File: src/rtl/instr_encoder_if.sv
// Request/response bundle for instr_encoder: field inputs, output word stream,
// soft restart and illegal-request reporting.
interface instr_encoder_if #(
  parameter int unsigned ADDR_W = 32,
  parameter int unsigned ERR_W  = 8
);
  logic              restart;
  logic              in_valid;
  logic              in_ready;
  logic [2:0]        ImmSrc;
  logic [31:0]       imm;
  logic [6:0]        opcode;
  logic [4:0]        rd;
  logic [4:0]        rs1;
  logic [4:0]        rs2;
  logic [2:0]        funct3;
  logic [6:0]        funct7;
  logic              out_valid;
  logic              out_ready;
  logic [31:0]       out_word;
  logic [ADDR_W-1:0] out_addr;
  logic              err_pulse;
  logic [ERR_W-1:0]  err_count;

  modport master (
    output restart, in_valid, ImmSrc, imm, opcode, rd, rs1, rs2, funct3, funct7, out_ready,
    input  in_ready, out_valid, out_word, out_addr, err_pulse, err_count
  );

  modport slave (
    input  restart, in_valid, ImmSrc, imm, opcode, rd, rs1, rs2, funct3, funct7, out_ready,
    output in_ready, out_valid, out_word, out_addr, err_pulse, err_count
  );
endinterface

File: src/rtl/instr_encoder.sv
// Packs RV32I fields plus a full immediate into an instruction word, rejects
// immediates the selected format cannot represent, and streams words with addresses.
module instr_encoder #(
  parameter int unsigned        ADDR_W    = 32,
  parameter logic [ADDR_W-1:0]  BASE_ADDR = '0,
  parameter int unsigned        ERR_W     = 8
) (
  input logic            clk,
  input logic            rst_n,
  instr_encoder_if.slave bus
);

  typedef enum logic [2:0] {
    SRC_I     = 3'b000,
    SRC_U     = 3'b001,
    SRC_S     = 3'b010,
    SRC_B     = 3'b011,
    SRC_J     = 3'b100,
    SRC_SHAMT = 3'b101,
    SRC_RSVD  = 3'b110,
    SRC_R     = 3'b111
  } imm_src_e;

  // An immediate is legal when sign-extending the format's field reproduces it.
  function automatic logic imm_legal(input logic [2:0] src, input logic [31:0] imm);
    logic ok;
    case (imm_src_e'(src))
      SRC_I, SRC_S: ok = (imm[31:11] == {21{imm[11]}});
      SRC_B:        ok = (imm[31:13] == {19{imm[12]}}) && (imm[0] == 1'b0);
      SRC_J:        ok = (imm[31:21] == {11{imm[20]}}) && (imm[0] == 1'b0);
      SRC_U:        ok = (imm[11:0] == 12'h000);
      SRC_SHAMT:    ok = (imm[31:5] == 27'h0);
      SRC_R:        ok = 1'b1;
      SRC_RSVD:     ok = 1'b0;
      default:      ok = 1'b0;
    endcase
    return ok;
  endfunction

  function automatic logic [31:0] encode(
    input logic [2:0]  src,
    input logic [31:0] imm,
    input logic [6:0]  opcode,
    input logic [4:0]  rd,
    input logic [4:0]  rs1,
    input logic [4:0]  rs2,
    input logic [2:0]  funct3,
    input logic [6:0]  funct7
  );
    logic [31:0] w;
    case (imm_src_e'(src))
      SRC_I:     w = {imm[11:0], rs1, funct3, rd, opcode};
      SRC_U:     w = {imm[31:12], rd, opcode};
      SRC_S:     w = {imm[11:5], rs2, rs1, funct3, imm[4:0], opcode};
      SRC_B:     w = {imm[12], imm[10:5], rs2, rs1, funct3, imm[4:1], imm[11], opcode};
      SRC_J:     w = {imm[20], imm[10:1], imm[11], imm[19:12], rd, opcode};
      SRC_SHAMT: w = {funct7, imm[4:0], rs1, funct3, rd, opcode};
      SRC_R:     w = {funct7, rs2, rs1, funct3, rd, opcode};
      default:   w = 32'h0000_0000;
    endcase
    return w;
  endfunction

  logic              out_valid_q, out_valid_d;
  logic [31:0]       out_word_q,  out_word_d;
  logic [ADDR_W-1:0] out_addr_q,  out_addr_d;
  logic              err_pulse_q, err_pulse_d;
  logic [ERR_W-1:0]  err_count_q, err_count_d;
  logic              in_ready_s;
  logic              accept_s;
  logic              legal_s;
  logic [31:0]       enc_word_s;

  assign in_ready_s = !bus.restart && (!out_valid_q || bus.out_ready);
  assign accept_s   = bus.in_valid && in_ready_s;
  assign legal_s    = imm_legal(bus.ImmSrc, bus.imm);
  assign enc_word_s = encode(bus.ImmSrc, bus.imm, bus.opcode, bus.rd, bus.rs1,
                             bus.rs2, bus.funct3, bus.funct7);

  // Restart overrides both handshakes; otherwise drain first, then load the new word.
  always_comb begin
    out_valid_d = out_valid_q;
    out_word_d  = out_word_q;
    out_addr_d  = out_addr_q;
    err_pulse_d = 1'b0;
    err_count_d = err_count_q;
    if (bus.restart) begin
      out_valid_d = 1'b0;
      out_addr_d  = BASE_ADDR;
    end else begin
      if (out_valid_q && bus.out_ready) begin
        out_valid_d = 1'b0;
        out_addr_d  = out_addr_q + ADDR_W'(4);
      end else begin
        out_addr_d  = out_addr_q;
      end
      if (accept_s && legal_s) begin
        out_valid_d = 1'b1;
        out_word_d  = enc_word_s;
      end else if (accept_s) begin
        err_pulse_d = 1'b1;
        if (err_count_q != {ERR_W{1'b1}}) begin
          err_count_d = err_count_q + {{(ERR_W-1){1'b0}}, 1'b1};
        end else begin
          err_count_d = err_count_q;
        end
      end else begin
        err_pulse_d = 1'b0;
      end
    end
  end

  always_ff @(posedge clk or negedge rst_n) begin
    if (!rst_n) begin
      out_valid_q <= 1'b0;
      out_word_q  <= 32'h0000_0000;
      out_addr_q  <= BASE_ADDR;
      err_pulse_q <= 1'b0;
      err_count_q <= '0;
    end else begin
      out_valid_q <= out_valid_d;
      out_word_q  <= out_word_d;
      out_addr_q  <= out_addr_d;
      err_pulse_q <= err_pulse_d;
      err_count_q <= err_count_d;
    end
  end

  assign bus.in_ready  = in_ready_s;
  assign bus.out_valid = out_valid_q;
  assign bus.out_word  = out_word_q;
  assign bus.out_addr  = out_addr_q;
  assign bus.err_pulse = err_pulse_q;
  assign bus.err_count = err_count_q;

endmodule
File: src/flat_wrapper.sv
// flat-port wrapper written by rule: the top's interface ports become plain ports
module instr_encoder_flat 
#(
  parameter int unsigned        ADDR_W    = 32,
  parameter logic [ADDR_W-1:0]  BASE_ADDR = '0,
  parameter int unsigned        ERR_W     = 8
)
  (clk, rst_n, bus_restart, bus_in_valid, bus_ImmSrc, bus_imm, bus_opcode, bus_rd, bus_rs1, bus_rs2, bus_funct3, bus_funct7, bus_out_ready, bus_in_ready, bus_out_valid, bus_out_word, bus_out_addr, bus_err_pulse, bus_err_count);
  instr_encoder_if #(.ADDR_W(ADDR_W), .ERR_W(ERR_W)) bus_i ();
  input logic clk;
  input logic rst_n;
  input wire logic [$bits(bus_i.restart)-1:0] bus_restart;
  input wire logic [$bits(bus_i.in_valid)-1:0] bus_in_valid;
  input wire logic [$bits(bus_i.ImmSrc)-1:0] bus_ImmSrc;
  input wire logic [$bits(bus_i.imm)-1:0] bus_imm;
  input wire logic [$bits(bus_i.opcode)-1:0] bus_opcode;
  input wire logic [$bits(bus_i.rd)-1:0] bus_rd;
  input wire logic [$bits(bus_i.rs1)-1:0] bus_rs1;
  input wire logic [$bits(bus_i.rs2)-1:0] bus_rs2;
  input wire logic [$bits(bus_i.funct3)-1:0] bus_funct3;
  input wire logic [$bits(bus_i.funct7)-1:0] bus_funct7;
  input wire logic [$bits(bus_i.out_ready)-1:0] bus_out_ready;
  output wire logic [$bits(bus_i.in_ready)-1:0] bus_in_ready;
  output wire logic [$bits(bus_i.out_valid)-1:0] bus_out_valid;
  output wire logic [$bits(bus_i.out_word)-1:0] bus_out_word;
  output wire logic [$bits(bus_i.out_addr)-1:0] bus_out_addr;
  output wire logic [$bits(bus_i.err_pulse)-1:0] bus_err_pulse;
  output wire logic [$bits(bus_i.err_count)-1:0] bus_err_count;
  assign bus_i.restart = bus_restart;
  assign bus_i.in_valid = bus_in_valid;
  assign bus_i.ImmSrc = bus_ImmSrc;
  assign bus_i.imm = bus_imm;
  assign bus_i.opcode = bus_opcode;
  assign bus_i.rd = bus_rd;
  assign bus_i.rs1 = bus_rs1;
  assign bus_i.rs2 = bus_rs2;
  assign bus_i.funct3 = bus_funct3;
  assign bus_i.funct7 = bus_funct7;
  assign bus_i.out_ready = bus_out_ready;
  assign bus_in_ready = bus_i.in_ready;
  assign bus_out_valid = bus_i.out_valid;
  assign bus_out_word = bus_i.out_word;
  assign bus_out_addr = bus_i.out_addr;
  assign bus_err_pulse = bus_i.err_pulse;
  assign bus_err_count = bus_i.err_count;
  instr_encoder #(.ADDR_W(ADDR_W), .BASE_ADDR(BASE_ADDR), .ERR_W(ERR_W)) u_core (.clk(clk), .rst_n(rst_n), .bus(bus_i));
endmodule
File: config.mk
export PLATFORM = sky130hd
export DESIGN_NAME = instr_encoder_flat
export DESIGN_NICKNAME = d
export VERILOG_FILES = /design/src/rtl/instr_encoder_if.sv /design/src/rtl/instr_encoder.sv /design/src/flat_wrapper.sv
export SDC_FILE = /design/constraint.sdc
export NUM_CORES = 1
export LEC_CHECK = 0
export ABC_CLOCK_PERIOD_IN_PS = 2160
export BUFFER_PORTS_ARGS = -buffer_cell sky130_fd_sc_hd__buf_2
export CORE_MARGIN = 2
export CORE_UTILIZATION = 46
export CTS_BUF_LIST = sky130_fd_sc_hd__clkbuf_8
export DETAILED_ROUTE_END_ITERATION = 12
export PLACE_DENSITY = 0.83
export SYNTH_ARGS = -nofsm -noshare
export SYNTH_HDL_FRONTEND = slang
export SYNTH_SLANG_ARGS = --single-unit
File: constraint.sdc
create_clock -name clk -period 2.16 [get_ports clk]
set_clock_uncertainty 0.2 [all_clocks]
set_input_delay 0.108 -clock clk [delete_from_list [all_inputs] [get_ports clk]]
set_output_delay 0.108 -clock clk [all_outputs]
set_load 0.01 [all_outputs]
==> results by group, run 1 <==
Status
  • Status: complete, but fails checks
  • Failing checks: setup timing

STA
  • Setup slack after layout: -0.001190 ns
  • RSZ-0062 raised after global routing: true
  • Slew Limit Headroom: a little over three fifths
  • Tmin final: roughly 2.2 ns
  • Slew @ Worst Pin: 0.5525 ns
  • # setup viols final: 1
  • Highest achievable clock rate: between 400 and 500 MHz
  • Final hold vios: 0
  • Max Slew Vio Count: 0
  • Tcrit/Tclk final: 100.1%

Routing
  • Final WL: approximately 13000 um
  • Post-DR wirelength/cell: between 15 and 20 um
  • Routed vias: ~4.3k
  • DRT iter0 DRCs: 269
  • Drt drc: 0
  • Vias/cell: between 5 and 6
  • Post-route ant nets: 0
  • Pre-antenna DRT Iters: 7

Yosys
  • Post-synth top area cell: dfrtp_1
  • Sequential area share after synthesis: around 47%
  • Syn avg cell area: about 9 um2
  • Post-synthesis instance area: 3849 um2
  • #FFs+latches synth: 72
  • Synth Area in XOR/XNOR: under 10%
  • Post-synth EDFFs: 0
  • Most frequent cells after synthesis: dfrtp_1 (72), nand2_1 (59), nor2_1 (52)
  • Adder-cell share of the synthesized area: 0.9753%
  • Synth Area in Compound Gates: around 17%
  • Area contributors post-synth: dfrtp_1 (47%), nand2_1 (5.8%), nor2_1 (5.1%), xor2_1 (4.3%), o21ai_2 (3.9%)
  • Main combinational cell family by area after synthesis: simple AND/OR/NAND/NOR gates
  • Synth Warn #: 0
  • Netlist cell types: between 40 and 50
  • Share of flip-flops with an asynchronous set or reset: 100.0%
  • Post-synthesis mux area share: 0.8453%
  • Simple-gate share of the synthesized area: between 20% and 30%
  • Syn Inst Count: around 420
  • Top-area cell type share of the netlist area: 46.81%
  • Top FF cell, synth: dfrtp_1
  • Count leader, synth: dfrtp_1

Worst setup path
  • Critical path peak fanout: 38
  • Worst path required time: between 2 and 2.5 ns
  • Critical Path End Type: flip-flop
  • CP startpoint kind: input port
  • Setup CP Type: in -> reg
  • Worst path arrival time: 2.19 ns

Power
  • Peak supply drop: 0.4711 mV
  • Internal: between 2000 and 3000 uW
  • Sequential share of power: about two fifths
  • Power Dens Cells: slightly below 700 nW/um2
  • Sw Ratio: approximately 30%
  • Leak: approximately 0.0028 uW
  • Comb pwr share: about 25%
  • Clock power frac: 33.0%
  • NetSw: 1196 uW

Place
  • Final GP Congestion: just under 1
  • DP HPWL: around 8400 um
  • Placed instance area: roughly 4900 um2
  • PortBufs: ~140

GRT
  • GR Util All Layers: about 28%
  • Largest net degree at the start of global routing: 42
  • Number of global-route vias before repair: 3994
  • First-pass GRT wire length: roughly 19000 um
  • GRT overflow: 0
  • Initial antenna violation count: 0

Floorplan
  • Die area: 9115 um2
  • Boundary Pins: 147
  • Core area: between 8000 and 9000 um2
  • Chip height: 95.47 um
  • Die W: between 90 and 100 um
  • Row cnt: 33
  • Starting Density: 47.08%

CTS
  • CTS tree: built
  • CTS buffer count: 9
  • H-tree depth: 3
  • Clock tree buffer depth: 2
  • Clk_lat worst skew: roughly 0.34 ns
  • Root buf cell: clkbuf_8
  • Worst-path clk slew: roughly 0.08 ns
  • Clk sinks: 72

Flow run
  • Max Cap Viol: 0

Finish
  • Fin util: a little under three quarters
  • Post-route cell area: slightly below 6000 um2
  • Final Net Count: between 700 and 800
  • ANT cells: 0
  • Ratio of cells with drive above 1 in the final layout: a little under two fifths
  • Synthesis-to-layout area growth: 50.91%

Hold path
  • Worst Hold Class: in -> reg
==> path summary, 6_finish.rpt <==
kind	startpoint	endpoint	slack [ns]	cells past startpoint
max in group asynchronous	rst_n	u_core.bus.out_word[14]	1.14	3
worst min register to register	u_core.bus.out_word[9]	u_core.bus.out_word[9]	0.28	2
min in group asynchronous	rst_n	u_core.bus.out_addr[8]	0.05	2
worst max-delay path	bus_imm[27]	u_core.bus.out_word[4]	-0.001	10
worst min-delay path	bus_imm[11]	u_core.bus.out_word[31]	0.03	4
worst max register to register	u_core.bus.err_count[2]	u_core.bus.err_count[1]	0.12	4
==> worst max-delay path, cell delays in order <==
cell and delay [ns]:
buf_2 0.13, nand4_1 0.10, or3_4 0.41, or4_1 0.40
a21o_1 0.18, a32oi_2 0.25, nand3_2 0.18, buf_12 0.21
nand2_1 0.12, o21ai_2 0.08
==> flip-flops by register name (all words and copies together), names as in the netlist <==
register              count
u_core.bus.out_addr      30
u_core.bus.out_word      32
u_core.bus.err_count      8
u_core.bus.err_pulse      1
u_core.bus.out_valid      1
==> per-layer routing <==
metal / up-vias / routed length [um] / share of wire [%] / track usage [%]
met5: - / 0 / 0 / 0
met2: 273 / 6338 / 49 / 48.42
li1: 1937 / - / - / -
met3: 60 / 1292 / 10 / 6.957
met1: 1987 / 4822 / 37 / 32.88
met4: 0 / 450 / 3.5 / 10.60
==> timing repair <==
action	4_1_cts	5_1_grt
endpoints found under the setup margin	0	51
gates resized for setup	0	26
buffers inserted	0	3
hold buffers	54	0
hold endpoints to repair	111	0
==> logic make-up after synthesis <==
group	after synthesis
buffers and inverters	26
xor gates and xnor gates	32
adders and majority gates	3
and+or+nand+nor	190
DFF	72
other	1
AOI/OAI and AO/OA	90
muxes	3
==> placed cells by master (no fill, tap or decap), types with 3 or more instances in the layout <==
master,instances
nand2_1,57
nor3_1,5
and3_1,10
dfrtp_1,72
nor2b_1,9
or4_1,3
a31oi_1,6
nand3_1,14
and2_1,3
dlygate4sd3_1,54
nor2_1,47
nor4_1,3
buf_6,3
nand4_1,8
bufinv_16,3
a221oi_1,7
xor2_1,19
buf_12,3
a21oi_1,13
clkbuf_8,10
nor2_2,5
o21ai_0,6
buf_4,43
a22oi_1,14
xnor2_1,13
inv_1,4
nand2b_1,5
or3_1,4
o21ai_2,18
buf_2,137
ha_1,3
o21ai_1,14
==> power groups by stage <==
stage	Combinational, uW	Clock (uW)	Sequential (uW)
finish	998	1320	1680
floorplan	344	0	1770
CTS	951	1340	1670
global placement	829	0	1690
detailed placement	856	0	1690
global route	1090	1390	1700
==> through the flow <==
step           power, uW  setup slack (ns)  std cells  setup TNS [ns]  hold slack [ns]
3_3_place_gp        2516           -0.2633        685          -9.459          -0.1258
5_1_grt             4183          -0.05446        756         -0.4406          0.02535
2_1_floorplan       2115          -0.02190        418         -0.6208          -0.3876
3_5_place_dp        2551           -0.3860        685          -13.92          -0.1181
4_1_cts             3959          0.002210        755               0       0.00006611
6_report            3998         -0.001190        756       -0.001190          0.02938
==> cell type report <==
class	count	area [um2]
Fill cell	595	2367
Multi-Input combinational cell	320	1976
Sequential cell	72	1802
Timing Repair Buffer	240	1643
Clock buffer	10	137.6
Tap cell	105	131.4
Clock inverter	6	107.6
Inverter	3	11.26
No activity file was read; power rests on OpenSTA's default activity.
==> inputs of run 2 (changes only) <==
--- a/config.mk
+++ b/config.mk
@@ -5,13 +5,14 @@
 export SDC_FILE = /design/constraint.sdc
 export NUM_CORES = 1
 export LEC_CHECK = 0
+export ABC_AREA = 1
 export ABC_CLOCK_PERIOD_IN_PS = 2160
 export BUFFER_PORTS_ARGS = -buffer_cell sky130_fd_sc_hd__buf_2
 export CORE_MARGIN = 2
-export CORE_UTILIZATION = 46
+export CORE_UTILIZATION = 47
 export CTS_BUF_LIST = sky130_fd_sc_hd__clkbuf_8
 export DETAILED_ROUTE_END_ITERATION = 12
-export PLACE_DENSITY = 0.83
+export PLACE_DENSITY = 0.82
 export SYNTH_ARGS = -nofsm -noshare
 export SYNTH_HDL_FRONTEND = slang
 export SYNTH_SLANG_ARGS = --single-unit
==> run 2 against run 1 <==
  * The flow finishes with violations (DRC)
  * Register-to-register slack got worse by 0.03 ns
  * Global-route usage decreased by 1.3 points
  * First-iteration DRC count decreased by 6.7%
  * Critical path type is now reg -> reg
==> results by group, run 2 <==
Yosys
  • Synth Warn #: 0
  • Syn avg cell area: roughly 7.4 um2
  • Sequential area share after synthesis: 41.69%
  • Area contributors post-synth: dfrtp_1 (42%), nand2_1 (13%), inv_1 (6.1%), o21ai_0 (5.3%), nor2_1 (5.0%)
  • Count leader, synth: nand2_1
  • Most frequent cells after synthesis: nand2_1 (155), dfrtp_1 (72), inv_1 (70)
  • Top FF cell, synth: dfrtp_1
  • Post-synthesis instance area: approximately 4300 um2
  • Post-synthesis mux area share: 0%
  • Main combinational cell family by area after synthesis: simple AND/OR/NAND/NOR gates
  • Synth Area in Compound Gates: ~16%
  • Post-synth top area cell: dfrtp_1
  • Post-synth EDFFs: 0
  • Simple-gate share of the synthesized area: between 20% and 30%
  • Adder-cell share of the synthesized area: less than 1%
  • #FFs+latches synth: 72
  • Top-area cell type share of the netlist area: between 40% and 50%
  • Synth Area in XOR/XNOR: under 10%
  • Share of flip-flops with an asynchronous set or reset: 100.0%
  • Syn Inst Count: between 500 and 600
  • Netlist cell types: 38

Status
  • Failing checks: DRC
  • Status: complete, but fails checks

STA
  • Final hold vios: 0
  • Setup_tns: 0 ns
  • # setup viols final: 0
  • Slew @ Worst Pin: between 0.6 and 0.7 ns
  • Max Slew Vio Count: 0
  • Hold Worst Slack: 0.02480 ns
  • Slew Limit Headroom: between 50% and 60%
  • RSZ-0062 raised after global routing: true
  • Tmin final: between 2 and 2.5 ns
  • Tcrit/Tclk final: a little over nine tenths
  • Highest achievable clock rate: approximately 480 MHz

GRT
  • GR Util All Layers: a little over a quarter
  • Number of global-route vias before repair: 4664
  • Largest net degree at the start of global routing: 49
  • GRT overflow: 0
  • First-pass GRT wire length: ~21000 um
  • Initial antenna violation count: 0

CTS
  • Clk_lat worst skew: 0.34 ns
  • CTS tree: built
  • Clock tree buffer depth: 2
  • Worst-path clk slew: approximately 0.08 ns
  • H-tree depth: 3
  • Clk sinks: 72
  • Root buf cell: clkbuf_8
  • CTS buffer count: 9

Worst setup path
  • Worst path required time: roughly 2.2 ns
  • Critical R2R Launch: u_core.bus.out_addr[3]
  • Worst path arrival time: 2.15 ns
  • Worst setup startpoint: u_core.bus.out_addr[3]
  • Critical Path End Type: flip-flop
  • CP startpoint kind: flip-flop
  • R2R setup slack: 0.09 ns
  • R2r worst-path depth: 12
  • Critical path peak fanout: 4
  • Worst setup endpoint: u_core.bus.out_addr[26]
  • FF-to-FF End: u_core.bus.out_addr[26]
  • Setup CP Type: reg -> reg

Finish
  • Fillcell total: ~710
  • Ratio of cells with drive above 1 in the final layout: between 20 and 30%
  • Max reg flops: 32
  • Final Net Count: 869
  • ANT cells: 0
  • Multi-input gate area: 2165 um2
  • Register Area: between 1500 and 2000 um2
  • Commonest non-fill, non-tap cell in the layout: nand2_1
  • Synthesis-to-layout area growth: 41.60%
  • Commonest cells after routing, fill and taps aside: nand2_1 (153), buf_2 (141), dfrtp_1 (71), inv_1 (69), nor2_1 (52)

Routing
  • Pre-antenna DRT Iters: 9
  • Routed vias: just under 5k
  • Drt drc: 1
  • Post-route ant nets: 0
  • Vias/cell: between 5 and 6
  • Final WL: roughly 13000 um
  • Post-DR wirelength/cell: 14.85 um
  • DRT iter0 DRCs: approximately 250

Power
  • Clock power frac: 30.8%
  • NetSw: ~1200 uW
  • Pwr Total: roughly 3800 uW
  • Power Dens Cells: ~620 nW/um2
  • Leak: 0.003225 uW
  • Sw Ratio: between 30% and 40%
  • Internal: approximately 2600 uW
  • Peak supply drop: approximately 0.35 mV
  • Comb pwr share: 26.2%
  • Sequential share of power: between 40% and 50%

Floorplan
  • Starting Density: between 40% and 50%
  • Row cnt: 34
  • Chip height: between 90 and 100 um
  • Die area: approximately 10000 um2
  • Core area: 8806 um2
  • Die W: roughly 100 um
  • Boundary Pins: around 150

Hold path
  • Worst Hold Class: in -> reg

Place
  • PortBufs: between 100 and 150
  • DP HPWL: approximately 10000 um
  • Final GP Congestion: 0.9122

Flow run
  • Max Cap Viol: 0
==> run 2: cell types whose count changed in the layout (fill, tap and decap cells not counted), moves of 7 or more <==
cell,previous run,this run
buf_4,43,11
nor3_1,5,13
nor2b_1,9,0
nand2_1,57,153
o21ai_1,14,7
o21ai_0,6,44
nand3_1,14,33
a22oi_1,14,0
a21oi_1,13,23
inv_1,4,69
xor2_1,19,7
and3_1,10,0
==> run 2: per-layer routing <==
layer	global-route usage (%)	share of wire, %	wire length, um
met1	32.28	40	5440
met2	47.87	50	6798
met3	3.343	7.1	953
met4	9.905	2.1	279
met5	0	0	0
==> run 2: logic make-up after synthesis <==
kind of cell,Yosys count
other cells,1
compound gates,111
flops,72
buf+inv,94
xor+xnor,14
simple gates,290
fa+ha+maj,3
==> run 2: repair_timing <==
item	CTS	global route
setup endpoints to repair	0	50
hold buffers	53	0
endpoints found under the hold margin	62	0
resized for setup	0	31
buffers inserted	0	1
==> run 2: power groups by stage <==
stage | sequential (uW) | clock [uW] | combinational, uW
after floorplan | 1730 | 0 | 388
after global placement | 1650 | 0 | 846
after detailed placement | 1660 | 0 | 874
after CTS | 1630 | 1180 | 969
after global routing | 1660 | 1250 | 1100
final | 1640 | 1170 | 999
==> run 2: cell type report <==
| cell class | count | area share, % |
|---|---|---|
| clock inverter | 7 | 1.574 |
| clock buffer | 9 | 2.024 |
| sequential | 72 | 29.46 |
| multi-input combinational | 420 | 35.37 |
| inverter | 77 | 4.805 |
| tap | 108 | 2.208 |
| timing repair buffer | 214 | 24.56 |
==> run 2: worst min path at each step <==
stage,start,cells after the start,slack (ns),end
final,bus_rd[0],4,0.02,u_core.bus.out_word[7]
after floorplan,rst_n,0,-0.39,u_core.bus.err_count[0]
after global routing,bus_imm[12],5,0.05,u_core.bus.out_word[12]
after detailed placement,rst_n,1,-0.06,u_core.bus.out_addr[13]
after CTS,bus_imm[12],5,0.004,u_core.bus.out_word[12]
after global placement,rst_n,1,-0.07,u_core.bus.out_addr[16]
==> run 2: metrics by stage <==
step	area (um2)	worst slack, ns	instances	util, %
2_1_floorplan	4325	0.1912	586	-
3_3_place_gp	5161	0.1901	834	58.61
3_5_place_dp	5161	0.1207	834	58.61
4_1_cts	5912	0.01781	903	67.14
5_1_grt	6120	-0.01984	907	69.49
6_report	6120	0.09343	907	69.49
==> run 2: worst max-delay path, stage by stage, from the launching register on <==
cell and delay [ns]:
dfrtp_1 0.37, ha_2 0.19, nand2_1 0.08, nor2_2 0.12, nand2_1 0.11, nor2_2 0.16
inv_2 0.08, nor2_2 0.11, nand2_2 0.10, nor2_2 0.12, nand2_1 0.08, a21oi_1 0.14
o21a_1 0.14
